[config.mk]
export PLATFORM = sky130hd
export DESIGN_NAME = sar_search_flat
export DESIGN_NICKNAME = d
export VERILOG_FILES = /design/src/rtl/sar_search_pkg.sv /design/src/rtl/sar_search_if.sv /design/src/rtl/sar_settle_timer.sv /design/src/rtl/sar_search.sv /design/src/flat_wrapper.sv
export SDC_FILE = /design/constraint.sdc
export NUM_CORES = 1
export LEC_CHECK = 0
export BUFFER_PORTS_ARGS = -buffer_cell sky130_fd_sc_hd__buf_4
export CAP_MARGIN = 25
export CORE_AREA = 2 2 62 64
export DETAILED_ROUTE_END_ITERATION = 10
export DIE_AREA = 0 0 64 66
export PLACE_DENSITY = 0.46
export SYNTH_ARGS = -nofsm -noshare
export SYNTH_HDL_FRONTEND = slang
export SYNTH_HIERARCHICAL = 1
export SYNTH_SLANG_ARGS = --single-unit
[constraint.sdc]
create_clock -name clk -period 2 [get_ports clk]
set_input_delay 0.4 -clock clk [delete_from_list [all_inputs] [get_ports clk]]
set_output_delay 0.4 -clock clk [all_outputs]
set_load 0.1 [all_outputs]
[src/rtl/sar_search_pkg.sv]
// Shared types for the successive-approximation search controller.
// Holds the FSM state encoding and the comparator flag checks.
package sar_search_pkg;

  typedef enum logic [1:0] {
    IDLE   = 2'd0,
    PROBE  = 2'd1,
    VERIFY = 2'd2,
    DONE   = 2'd3
  } sar_state_t;

  typedef struct packed {
    logic eq;
    logic lt;
    logic gt;
  } cmp_flags_t;

  // A healthy comparator raises exactly one of eq/lt/gt.
  function automatic logic flags_one_hot(input cmp_flags_t f);
    return $onehot({f.eq, f.lt, f.gt});
  endfunction

  function automatic logic flags_exact_eq(input cmp_flags_t f);
    return f.eq && !f.lt && !f.gt;
  endfunction

endpackage

[src/rtl/sar_search_if.sv]
// Connection bundle between the search controller and its environment:
// start/status towards the requester, trial/flags towards the comparator.
interface sar_search_if #(
  parameter int WIDTH = 4
);

  logic             start;
  logic [WIDTH-1:0] trial;
  logic             cmp_eq;
  logic             cmp_lt;
  logic             cmp_gt;
  logic             busy;
  logic             done;
  logic             found;
  logic             err;
  logic [WIDTH-1:0] result;

  modport master (
    input  start, cmp_eq, cmp_lt, cmp_gt,
    output trial, busy, done, found, err, result
  );

  modport slave (
    output start, cmp_eq, cmp_lt, cmp_gt,
    input  trial, busy, done, found, err, result
  );

endinterface

[src/rtl/sar_settle_timer.sv]
// Loadable down-counter that paces each trial; expire is high once the
// count has run out, marking the cycle on which the flags are trusted.
module sar_settle_timer #(
  parameter int CW = 1
) (
  input  logic          clk,
  input  logic          rst,
  input  logic          load,
  input  logic [CW-1:0] load_value,
  output logic          expire
);

  logic [CW-1:0] count;

  always_ff @(posedge clk) begin
    if (rst) begin
      count <= '0;
    end else if (load) begin
      count <= load_value;
    end else if (count != '0) begin
      count <= count - 1'b1;
    end
  end

  assign expire = (count == '0);

endmodule

[src/rtl/sar_search.sv]
// Successive-approximation controller: drives the comparator A side, binary
// searches for the unknown B operand and confirms the final value.
module sar_search
  import sar_search_pkg::*;
#(
  parameter int WIDTH  = 4,
  parameter int SETTLE = 1
) (
  input  logic          clk,
  input  logic          rst,
  sar_search_if.master  bus
);

  localparam int               PW       = (WIDTH > 1) ? $clog2(WIDTH) : 1;
  localparam int               CW       = (SETTLE > 1) ? $clog2(SETTLE) : 1;
  localparam logic [CW-1:0]    RELOAD   = CW'(SETTLE - 1);
  localparam logic [PW-1:0]    MSB_PTR  = PW'(WIDTH - 1);
  localparam logic [WIDTH-1:0] MSB_MASK = WIDTH'(1) << (WIDTH - 1);

  sar_state_t       state;
  logic [WIDTH-1:0] trial_r;
  logic [WIDTH-1:0] result_r;
  logic [PW-1:0]    bit_ptr;
  logic             busy_r;
  logic             done_r;
  logic             found_r;
  logic             err_r;

  cmp_flags_t       flags;
  logic             flags_valid;
  logic             exact_eq;
  logic             accept;
  logic             timer_load;
  logic             expire;
  logic [WIDTH-1:0] cur_mask;
  logic [WIDTH-1:0] next_mask;
  logic [WIDTH-1:0] working;

  // The working value drops the bit under test when the trial overshoots B.
  always_comb begin
    flags       = {bus.cmp_eq, bus.cmp_lt, bus.cmp_gt};
    flags_valid = flags_one_hot(flags);
    exact_eq    = flags_exact_eq(flags);
    cur_mask    = WIDTH'(1) << bit_ptr;
    next_mask   = cur_mask >> 1;
    working     = flags.gt ? (trial_r & ~cur_mask) : trial_r;
    accept      = bus.start && ((state == IDLE) || (state == DONE));
    timer_load  = accept || (((state == PROBE) || (state == VERIFY)) && expire);
  end

  sar_settle_timer #(
    .CW (CW)
  ) u_settle_timer (
    .clk        (clk),
    .rst        (rst),
    .load       (timer_load),
    .load_value (RELOAD),
    .expire     (expire)
  );

  always_ff @(posedge clk) begin
    if (rst) begin
      state    <= IDLE;
      trial_r  <= '0;
      result_r <= '0;
      bit_ptr  <= '0;
      busy_r   <= 1'b0;
      done_r   <= 1'b0;
      found_r  <= 1'b0;
      err_r    <= 1'b0;
    end else begin
      case (state)
        IDLE, DONE: begin
          if (bus.start) begin
            state   <= PROBE;
            trial_r <= MSB_MASK;
            bit_ptr <= MSB_PTR;
            busy_r  <= 1'b1;
            done_r  <= 1'b0;
            found_r <= 1'b0;
            err_r   <= 1'b0;
          end
        end

        // Flags are only looked at once the settle time has elapsed.
        PROBE: begin
          if (expire) begin
            if (!flags_valid) begin
              result_r <= trial_r;
              err_r    <= 1'b1;
              busy_r   <= 1'b0;
              done_r   <= 1'b1;
              state    <= DONE;
            end else if (flags.eq) begin
              result_r <= trial_r;
              found_r  <= 1'b1;
              busy_r   <= 1'b0;
              done_r   <= 1'b1;
              state    <= DONE;
            end else if (bit_ptr != '0) begin
              trial_r <= working | next_mask;
              bit_ptr <= bit_ptr - 1'b1;
            end else begin
              trial_r <= working;
              state   <= VERIFY;
            end
          end
        end

        VERIFY: begin
          if (expire) begin
            result_r <= trial_r;
            found_r  <= exact_eq;
            err_r    <= !exact_eq;
            busy_r   <= 1'b0;
            done_r   <= 1'b1;
            state    <= DONE;
          end
        end

        default: state <= IDLE;
      endcase
    end
  end

  assign bus.trial  = trial_r;
  assign bus.result = result_r;
  assign bus.busy   = busy_r;
  assign bus.done   = done_r;
  assign bus.found  = found_r;
  assign bus.err    = err_r;

endmodule
[src/flat_wrapper.sv]
// flat-port wrapper written by rule: the top's interface ports become plain ports
module sar_search_flat import sar_search_pkg::*;
#(
  parameter int WIDTH  = 4,
  parameter int SETTLE = 1
)
  (clk, rst, bus_start, bus_cmp_eq, bus_cmp_lt, bus_cmp_gt, bus_trial, bus_busy, bus_done, bus_found, bus_err, bus_result);
  sar_search_if #(.WIDTH(WIDTH)) bus_i ();
  input  logic clk;
  input  logic rst;
  input wire logic [$bits(bus_i.start)-1:0] bus_start;
  input wire logic [$bits(bus_i.cmp_eq)-1:0] bus_cmp_eq;
  input wire logic [$bits(bus_i.cmp_lt)-1:0] bus_cmp_lt;
  input wire logic [$bits(bus_i.cmp_gt)-1:0] bus_cmp_gt;
  output wire logic [$bits(bus_i.trial)-1:0] bus_trial;
  output wire logic [$bits(bus_i.busy)-1:0] bus_busy;
  output wire logic [$bits(bus_i.done)-1:0] bus_done;
  output wire logic [$bits(bus_i.found)-1:0] bus_found;
  output wire logic [$bits(bus_i.err)-1:0] bus_err;
  output wire logic [$bits(bus_i.result)-1:0] bus_result;
  assign bus_i.start = bus_start;
  assign bus_i.cmp_eq = bus_cmp_eq;
  assign bus_i.cmp_lt = bus_cmp_lt;
  assign bus_i.cmp_gt = bus_cmp_gt;
  assign bus_trial = bus_i.trial;
  assign bus_busy = bus_i.busy;
  assign bus_done = bus_i.done;
  assign bus_found = bus_i.found;
  assign bus_err = bus_i.err;
  assign bus_result = bus_i.result;
  sar_search #(.WIDTH(WIDTH), .SETTLE(SETTLE)) u_core (.clk(clk), .rst(rst), .bus(bus_i));
endmodule
==> flow_summary.ini, run 1 <==
[logic_synthesis]
fraction_of_post_synthesis_cell_area_in_the_top_cell_type_by_area_pct = 33.6
syn_avg_cell_area_um2 = 8.73
yosys.cell_types.count = 38
fraction_of_the_mapped_netlist_area_in_compound_gates_pct = 19.2
largest_family_of_logic_cells_by_synthesized_area = simple AND/OR/NAND/NOR gates
synth.cell_area_mm2 = 0.00101
dominantRegCellSynth = dfxtp_1
synth.area.top_cells = dfxtp_1 34%, mux2i_1 7.9%, ha_1 7.4%
ys_seq_elements = 17
synth_simple_gate_area_share_pct = 22.9
yosys.area.top_type = dfxtp_1
synth-xor-area-share_pct = 0
synth_edf_count = 0
synthesis.instances = 116
yosys_warnings = 6
postSynth.asyncResetShare_pct = 0
mappedNetlistNets = 129
synth_sequential_area_ratio_pct = 33.6
yosys.area_share.adder_pct = 9.39
multiplexer_share_of_the_synthesized_area_pct = 7.91

[cts]
cts-root-buf = clkbuf_4
cts_buffer_depth = 2
post_cts_buffers = 0
worst_skew_pair.late_latency_ns = 0.29
cts_made_buffers = 3
cts_tree = done
clock-sinks = 17
post_cts_hold_buffer_count = 0
h-tree-depth = 1
postCtsResizedCells = 0
clk_transition_reported_paths_ns = 0.10

[die]
fp.dieArea_mm2 = 0.00422
die_y_um = 66
total_number_of_placement_rows = 22
core_region_area_mm2 = 0.00355
fp.dieW_um = 64
io_pins = 18
start_util_pct = 28.5

[grt]
most_utilized_layer_in_the_global_route_result = met2
pin_count_of_the_biggest_net_entering_global_routing = 19
gr-total-overflow = 0
first_global_vias = 935
grtUsageTotal_pct = 12.8
grt_util_met3_pct = 2.56
grtUsageMet1_pct = 15.6
antenna_violations_before_repair = 0
grt_use_met2_pct = 22.0
grt_first_pass_wirelength_um = 4160

[sta]
fin_skew_ns = 0.00132
finalHoldViolations = 0
fin_hold_ws_ns = 0.415
grt_setup_unrepaired = no
maxClockFrequency_mhz = 551
final.min_clock_period_ns = 1.82
finalSetupTns_ns = 0
final_max_slew_viol_count = 0
min_period_over_period_pct = 90.8
setup_violations = 0
final.setup.worst_slack_ns = 0.184

[flow_run]
max-cap-violations = 0

[routing]
post-route-drc-count = 0
dr_vias_cell = 4.69
detailroute.via_count = 895
ant_nets = 0
drt_pre_antenna_iters = 4
totalWireLength_um = 2370
detail_route.wl_per_cell_um = 12.4
detail_route.iter0.violations = 18

[worst_setup_path]
crit_fanout = 5
cp_cell_sequence = buf_4 -> inv_1 -> fa_1 -> or3b_4 -> o22ai_1 -> a21oi_1 -> a311oi_2
cp-start-kind = primary input
critical_path_required_ns = 2.21
critPathCaptureType = flop
path_class = primary input to flop
cpMaxStageDelayCell = fa_1
r2r-start = u_core/state[0]$_SDFFE_PP0P_
startpoint = bus_cmp_gt
arrival_ns = 2.02
worst_path_largest_cell_delay_ns = 0.48

[final_layout]
antenna-diode-count = 0
drive_gt1_share_pct = 24.5
finalNetCount = 157
syn_to_final_growth_pct = 27.1
post_layout_nonfiller_instances = 191
final_core_util_pct = 36.2

[place]
hpwlAfterDp_um = 1800
pre_cts_worst_setup_slack_ns = -0.0846
finalWeightedCongestion = 0.779
place.detailed.instances = 187
place.port_buffers = 17

[power_and_ir_drop]
power_density_mw_per_mm2 = 1470
power_leakage_nw = 0.602
vdd_ir_drop_max_mv = 0.358

[hold_path]
hold_path_class = primary input to flop
hp-start = bus_start

[status]
outcome = finished clean
[cell usage after synthesis (all sizes together) (2+ instances only)]
master / n
nor2: 9
a21oi: 8
nand4: 2
a21boi: 3
nand3: 3
and3b: 2
buf: 4
mux2i: 8
dfxtp: 17
nand4bb: 2
inv: 12
nand2: 6
o21ai: 8
ha: 6
or3: 2
a211oi: 2
o31ai: 2
nand2b: 4
[stage by stage]
| stage | instance area [µm²] | total power [mW] |
|---|---|---|
| 2_1_floorplan | 1010 | 1.43 |
| 3_3_place_gp | 1260 | 1.73 |
| 3_5_place_dp | 1260 | 1.73 |
| 4_1_cts | 1290 | 1.92 |
| 5_1_grt | 1290 | 2.06 |
| 6_report | 1290 | 1.90 |
[worst paths after layout]
path	to	slack, ns	cells after the start
setup / recovery	u_core/bit_ptr[1]$_SDFFE_PP0P_	0.18	7
hold / removal	u_core/bus.trial[3]$_SDFFE_PP0P_	0.41	3
setup reg to reg	u_core/bit_ptr[1]$_SDFFE_PP0P_	0.20	6
hold reg to reg	u_core/bus.err$_SDFFE_PP0P_	0.46	2
[power breakdown]
group	internal (mW)	total [mW]	switching, mW
sequential	0.422	0.481	0.0587
clock	0.0775	0.186	0.108
combinational	0.431	1.23	0.798
total	0.931	1.90	0.964
[worst max-delay path: cells and delay by family]
| kind | cells | cell delay (ns) |
|---|---|---|
| buffers and inverters | 2 | 0.20 |
| AOI/OAI and AO/OA | 3 | 0.49 |
| adders and majority gates | 1 | 0.48 |
| and+or+nand+nor | 1 | 0.45 |
[layout by cell type (no fill, tap or decap)]
cell type | synthesis | final
o211a_1 | 1 | 1
nand2_1 | 6 | 6
conb_1 | 1 | 1
nor2_1 | 8 | 8
buf_4 | 0 | 28
a21oi_1 | 8 | 8
nor2_8 | 1 | 1
o21ai_1 | 1 | 1
ha_1 | 6 | 6
o21ai_0 | 7 | 7
nand4_1 | 2 | 2
nor3_1 | 1 | 1
o211ai_1 | 1 | 1
or4bb_1 | 1 | 1
a21boi_0 | 2 | 2
or3b_4 | 1 | 1
clkbuf_1 | 1 | 1
clkbuf_4 | 0 | 3
a311oi_2 | 1 | 1
a21boi_1 | 1 | 1
and3_1 | 1 | 1
and3b_1 | 2 | 2
nand3_1 | 3 | 3
a31oi_1 | 1 | 1
fa_1 | 1 | 1
nor4_2 | 1 | 1
mux2i_1 | 8 | 8
nand3b_1 | 1 | 1
or3_1 | 2 | 2
dfxtp_1 | 17 | 17
o31ai_1 | 2 | 2
inv_1 | 12 | 12
nand2b_1 | 4 | 4
a211oi_1 | 2 | 2
nand4bb_1 | 2 | 2
a211o_1 | 1 | 1
o22ai_1 | 1 | 1
o21bai_1 | 1 | 1
[logic make-up (layout without fill, tap and decap cells)]
group	count (synthesis)	after routing
compound gates	30	30
fa+ha+maj	7	7
buf+inv	17	44
flops	17	17
mux	8	8
other cells	1	1
simple gates	36	36
[per-layer routing]
| metal | vias to the layer above | part of all wire [%] |
|---|---|---|
| met4 | 0 | 0.67 |
| met1 | 419 | 49 |
| met5 | - | 0 |
| met2 | 15 | 47 |
| li1 | 459 | - |
| met3 | 2 | 3.5 |
[area by class of cell]
cell class | instances | area (µm²)
Timing Repair Buffer | 28 | 210
Fill cell | 380 | 2260
Clock buffer | 4 | 26.3
Tap cell | 48 | 60.1
Multi-Input combinational cell | 82 | 604
Inverter | 12 | 45.0
Sequential cell | 17 | 340
[sequential cells by signal, summed over array words and instances (netlist names)]
name / cells
u_core/bus.result: 4
u_core/bus.trial: 4
u_core/bit_ptr: 2
u_core/state: 2
u_core/bus.busy: 1
u_core/bus.done: 1
u_core/bus.err: 1
u_core/bus.found: 1
u_core/u_settle_timer/count: 1
(Power assumes the default switching activity.)
==> run 2, diff against run 1 <==
--- a/config.mk
+++ b/config.mk
@@ -7,10 +7,11 @@
 export LEC_CHECK = 0
 export BUFFER_PORTS_ARGS = -buffer_cell sky130_fd_sc_hd__buf_4
 export CAP_MARGIN = 25
-export CORE_AREA = 2 2 62 64
+export CORE_AREA = 2 2 51 53
 export DETAILED_ROUTE_END_ITERATION = 10
-export DIE_AREA = 0 0 64 66
-export PLACE_DENSITY = 0.46
+export DIE_AREA = 0 0 53 55
+export PLACE_DENSITY = 0.65
+export SLEW_MARGIN = 20
 export SYNTH_ARGS = -nofsm -noshare
 export SYNTH_HDL_FRONTEND = slang
 export SYNTH_HIERARCHICAL = 1
==> run 2 against run 1 <==
First-iteration DRC count up 110%. Utilization increased by 16 points. Setup slack got worse by 0.040 ns. Sequential share of layout area increased by 0.96 points. Clock skew grew 0.0025 ns. Worst hold slack improved by 0.0015 ns. Maximum frequency fell by 2.1%. Non-clock buffer count is 3 lower. Register-to-register slack got worse by 0.05 ns. Sequential power barely moved. Global-route usage increased by 4.7 points. Largest cell class unchanged. Largest power group unchanged.
==> flow_summary.ini, run 2 (synthesis gave the netlist of run 1 again) <==
[cts]
h-tree-depth = 1
postCtsResizedCells = 0
worst_skew_pair.late_latency_ns = 0.28
clock-sinks = 17
clk_transition_reported_paths_ns = 0.11
cts_tree = done
post_cts_buffers = 0
post_cts_hold_buffer_count = 0
cts-root-buf = clkbuf_4
cts_made_buffers = 3
cts_buffer_depth = 2

[final_layout]
final_cell_mix = 25 x buf_4, 17 x dfxtp_1, 12 x inv_1
syn_to_final_growth_pct = 22.6
drive_gt1_share_pct = 22.9
antenna-diode-count = 0
finalNetCount = 154
post_layout_nonfiller_instances = 170
final_core_util_pct = 52.5
mostFrequentLayoutCell = buf_4

[worst_setup_path]
r2r_cells = 6
worst_path_largest_cell_delay_ns = 0.47
startpoint = bus_cmp_gt
cpMaxStageDelayCell = fa_1
critPathCaptureType = flop
r2r-start = u_core/state[0]$_SDFFE_PP0P_
path_class = primary input to flop
crit_fanout = 5
critical_path_required_ns = 2.20
cp_cell_sequence = buf_4 -> inv_1 -> fa_1 -> or3b_4 -> o22ai_1 -> a21oi_1 -> a311oi_2
r2r-end = u_core/bit_ptr[1]$_SDFFE_PP0P_
arrival_ns = 2.06
worst-r2r-setup-slack_ns = 0.15
cp-start-kind = primary input
critical_path.endpoint = u_core/bit_ptr[1]$_SDFFE_PP0P_

[routing]
totalWireLength_um = 2220
detailroute.via_count = 907
detail_route.wl_per_cell_um = 13.0
ant_nets = 0
dr_vias_cell = 5.34
detail_route.iter0.violations = 37
post-route-drc-count = 0
drt_pre_antenna_iters = 4

[die]
die_y_um = 55
fp.dieArea_mm2 = 0.00292
core_region_area_mm2 = 0.00236
start_util_pct = 42.8
fp.dieW_um = 53
total_number_of_placement_rows = 18
io_pins = 18

[power_and_ir_drop]
tot_pwr_mw = 1.87
vdd_ir_drop_max_mv = 0.975
power_density_mw_per_mm2 = 1500
power_leakage_nw = 0.588

[status]
outcome = finished clean

[grt]
grtUsageTotal_pct = 17.5
gr-total-overflow = 0
pin_count_of_the_biggest_net_entering_global_routing = 19
antenna_violations_before_repair = 0
grt_first_pass_wirelength_um = 3750
first_global_vias = 855

[place]
finalWeightedCongestion = 0.819
place.detailed.instances = 166
hpwlAfterDp_um = 1650
place.port_buffers = 17

[sta]
grt_setup_unrepaired = no
finalHoldViolations = 0
fin_skew_ns = 0.00384
maxClockFrequency_mhz = 539
setup_violations = 0
min_period_over_period_pct = 92.8
final_max_slew_viol_count = 0
final.min_clock_period_ns = 1.86

[hold_path]
hold_path_class = primary input to flop
timing.hold.worst_path_depth = 2

[flow_run]
max-cap-violations = 0
## run 2: cell types whose count changed in the layout (fill, tap and decap cells not counted)
| cell | delta |
|---|---|
| buf_4 | -3 |
## run 2: final cells by class
cell class	count	area, µm²
inverter	12	45.0
timing repair buffer	25	188
multi-input combinational	82	604
clock buffer	4	26.3
tap	30	37.5
fill	223	1120
sequential	17	340
## run 2: worst max-delay path: cells and delay by family
| kind | cells | cell delay, ns |
|---|---|---|
| AO/OA/AOI/OAI | 3 | 0.53 |
| adder cells (fa/ha/maj) | 1 | 0.47 |
| buffers and inverters | 2 | 0.20 |
| AND/OR/NAND/NOR | 1 | 0.45 |
## run 2: through the flow
stage               setup TNS (ns)  cell area, µm²  setup slack, ns  hold slack, ns
CTS                              0            1240            0.177           0.409
finish                           0            1240            0.145           0.416
floorplan                        0            1010           0.0852           0.467
global placement            -0.389            1210          -0.0757           0.448
global route                     0            1240           0.0350           0.429
detailed placement          -0.824            1210           -0.140           0.451
## run 2: how the worst min path moves through the flow
stage,startpoint,to,slack [ns]
5_1_grt,rst,u_core/state[0]$_SDFFE_PP0P_,0.43
2_1_floorplan,u_core/state[0]$_SDFFE_PP0P_,u_core/state[0]$_SDFFE_PP0P_,0.47
3_3_place_gp,u_core/bus.err$_SDFFE_PP0P_,u_core/bus.err$_SDFFE_PP0P_,0.45
6_report,rst,u_core/state[0]$_SDFFE_PP0P_,0.42
4_1_cts,rst,u_core/bus.err$_SDFFE_PP0P_,0.41
3_5_place_dp,u_core/bus.err$_SDFFE_PP0P_,u_core/bus.err$_SDFFE_PP0P_,0.45
## run 2: report_power, final
group / switching [mW] / internal (mW)
sequential: 0.0586 / 0.422
clock: 0.112 / 0.0773
combinational: 0.799 / 0.396
total: 0.969 / 0.896
## run 2: metal layers
layer	part of all wire (%)	up-vias	GRT usage [%]
met5	0	-	0
met4	0.68	0	4.27
met3	3.2	2	2.42
met2	49	13	31.3
met1	47	439	22.4
li1	-	453	-
==> run 3, diff against run 2 <==
==> constraint.sdc (replaced) <==
create_clock -name clk -period 2 [get_ports clk]
set_input_delay 0.3 -clock clk [delete_from_list [all_inputs] [get_ports clk]]
set_output_delay 0.3 -clock clk [all_outputs]
set_load 0.1 [all_outputs]
==> run 3 against run 2 <==
Count of clock-buffer cells in the layout decreased by 1. Sequential power barely moved. Critical path depth shrank 1. Wire length unchanged. Critical path type is now flop to flop. Non-clock buffer count decreased by 5. Clock skew grew 0.0037 ns. Sequential share of layout area rose by 0.83 points.
==> flow_summary.ini, run 3 (synthesis gave the netlist of run 1 again) <==
[status]
outcome = finished clean

[worst_setup_path]
r2r_cells = 6
crit_fanout = 14
arrival_ns = 2.09
cp_cell_sequence = inv_1 -> ha_1 -> o21bai_1 -> nand2_1 -> or3_1 -> a21oi_1
worst-r2r-setup-slack_ns = 0.14
cpMaxStageDelayCell = or3_1
path_class = flop to flop
critPathCaptureType = flop
cp-start-kind = flop
worst_path_largest_cell_delay_ns = 0.37
critical_path_required_ns = 2.22
number_of_buffer_and_inverter_instances_along_the_worst_setup_path = 1
r2r-end = u_core/state[0]$_SDFFE_PP0P_
critPathTopFamily = simple AND/OR/NAND/NOR gates
r2r-start = u_core/state[1]$_SDFFE_PP0P_

[cts]
clock-sinks = 17
post_cts_buffers = 0
cts_tree = done
cts_buffer_depth = 2
clk_transition_reported_paths_ns = 0.11
worst_skew_pair.late_latency_ns = 0.29
cts-root-buf = clkbuf_4
h-tree-depth = 1
post_cts_hold_buffer_count = 0
cts_made_buffers = 3
postCtsResizedCells = 0

[sta]
maxClockFrequency_mhz = 537
fin_skew_ns = 0.00753
grt_setup_unrepaired = no
finalHoldViolations = 0
final_max_slew_viol_count = 0
finalSetupTns_ns = 0
setup_violations = 0
final.min_clock_period_ns = 1.86
min_period_over_period_pct = 93.2

[final_layout]
drive_gt1_share_pct = 20.7
final_cell_mix = 20 x buf_4, 17 x dfxtp_1, 12 x inv_1
syn_to_final_growth_pct = 19.0
final_core_util_pct = 51.0
antenna-diode-count = 0
finalNetCount = 149
post_layout_nonfiller_instances = 165
layout.cell_area.non_filler_mm2 = 0.00120
mostFrequentLayoutCell = buf_4

[routing]
ant_nets = 0
detailroute.via_count = 884
detail_route.wl_per_cell_um = 13.4
detail_route.iter0.violations = 28
totalWireLength_um = 2220
drt_pre_antenna_iters = 4
dr_vias_cell = 5.36
post-route-drc-count = 0

[grt]
grtUsageTotal_pct = 17.1
antenna_violations_before_repair = 0
pin_count_of_the_biggest_net_entering_global_routing = 19
gr-total-overflow = 0
first_global_vias = 836
grt_first_pass_wirelength_um = 3590

[hold_path]
hold_path_class = primary input to flop
hold_path_end = u_core/state[1]$_SDFFE_PP0P_
hp-start = rst
timing.hold.worst_path_depth = 2

[power_and_ir_drop]
vdd_ir_drop_max_mv = 1.09
power_leakage_nw = 0.567
tot_pwr_mw = 1.85
power_density_mw_per_mm2 = 1540

[die]
die_y_um = 55
total_number_of_placement_rows = 18
start_util_pct = 42.8
fp.dieArea_mm2 = 0.00292
io_pins = 18
core_region_area_mm2 = 0.00236
fp.dieW_um = 53

[place]
place.detailed.instances = 161
place.port_buffers = 17
hpwlAfterDp_um = 1650
place_area_mm2 = 0.00118
finalWeightedCongestion = 0.846

[flow_run]
max-cap-violations = 0
run 3: worst register-to-register path, cell delays in order, from the launching register on:
cell and delay, ns:
dfxtp_1 0.36, inv_1 0.06, ha_1 0.34, o21bai_1 0.36, nand2_1 0.16, or3_1 0.37, a21oi_1 0.16
run 3: how the worst max path moves through the flow:
stage	from	end	slack (ns)	cells past startpoint
2_1_floorplan	bus_cmp_eq	u_core/bit_ptr[1]$_SDFFE_PP0P_	0.19	6
3_3_place_gp	bus_cmp_eq	u_core/bit_ptr[1]$_SDFFE_PP0P_	-0.007	7
3_5_place_dp	bus_cmp_eq	u_core/bit_ptr[1]$_SDFFE_PP0P_	-0.08	7
4_1_cts	u_core/state[1]$_SDFFE_PP0P_	u_core/state[0]$_SDFFE_PP0P_	0.18	6
5_1_grt	u_core/state[1]$_SDFFE_PP0P_	u_core/state[0]$_SDFFE_PP0P_	0.02	6
6_report	u_core/state[1]$_SDFFE_PP0P_	u_core/state[0]$_SDFFE_PP0P_	0.14	6
run 3: power by group:
group | switching, mW | leakage (nW) | internal, mW
Combinational | 0.800 | 0.411 | 0.388
Sequential | 0.0615 | 0.139 | 0.422
Clock | 0.109 | 0.0177 | 0.0742
Total | 0.970 | 0.567 | 0.885
run 3: per-stage QoR:
stage,hold slack [ns],setup WS [ns]
floorplan,0.465,0.185
global placement,0.446,-0.00705
detailed placement,0.456,-0.0821
CTS,0.310,0.182
global route,0.321,0.0159
finish,0.318,0.136
run 3: per-layer routing:
layer / part of all wire, % / GRT usage (%)
met5: 0 / 0
met4: 1.0 / 7.26
met3: 4.8 / 2.69
met2: 49 / 29.2
met1: 46 / 21.5
run 3: final cells by class:
cell class              count  area, µm²
inverters                  12       45.0
fillers                   239       1160
clock inverters             1       5.00
flip-flops and latches     17        340
multi-input cells          82        604
well taps                  30       37.5
repair buffers             20        150
clock buffers               3       22.5
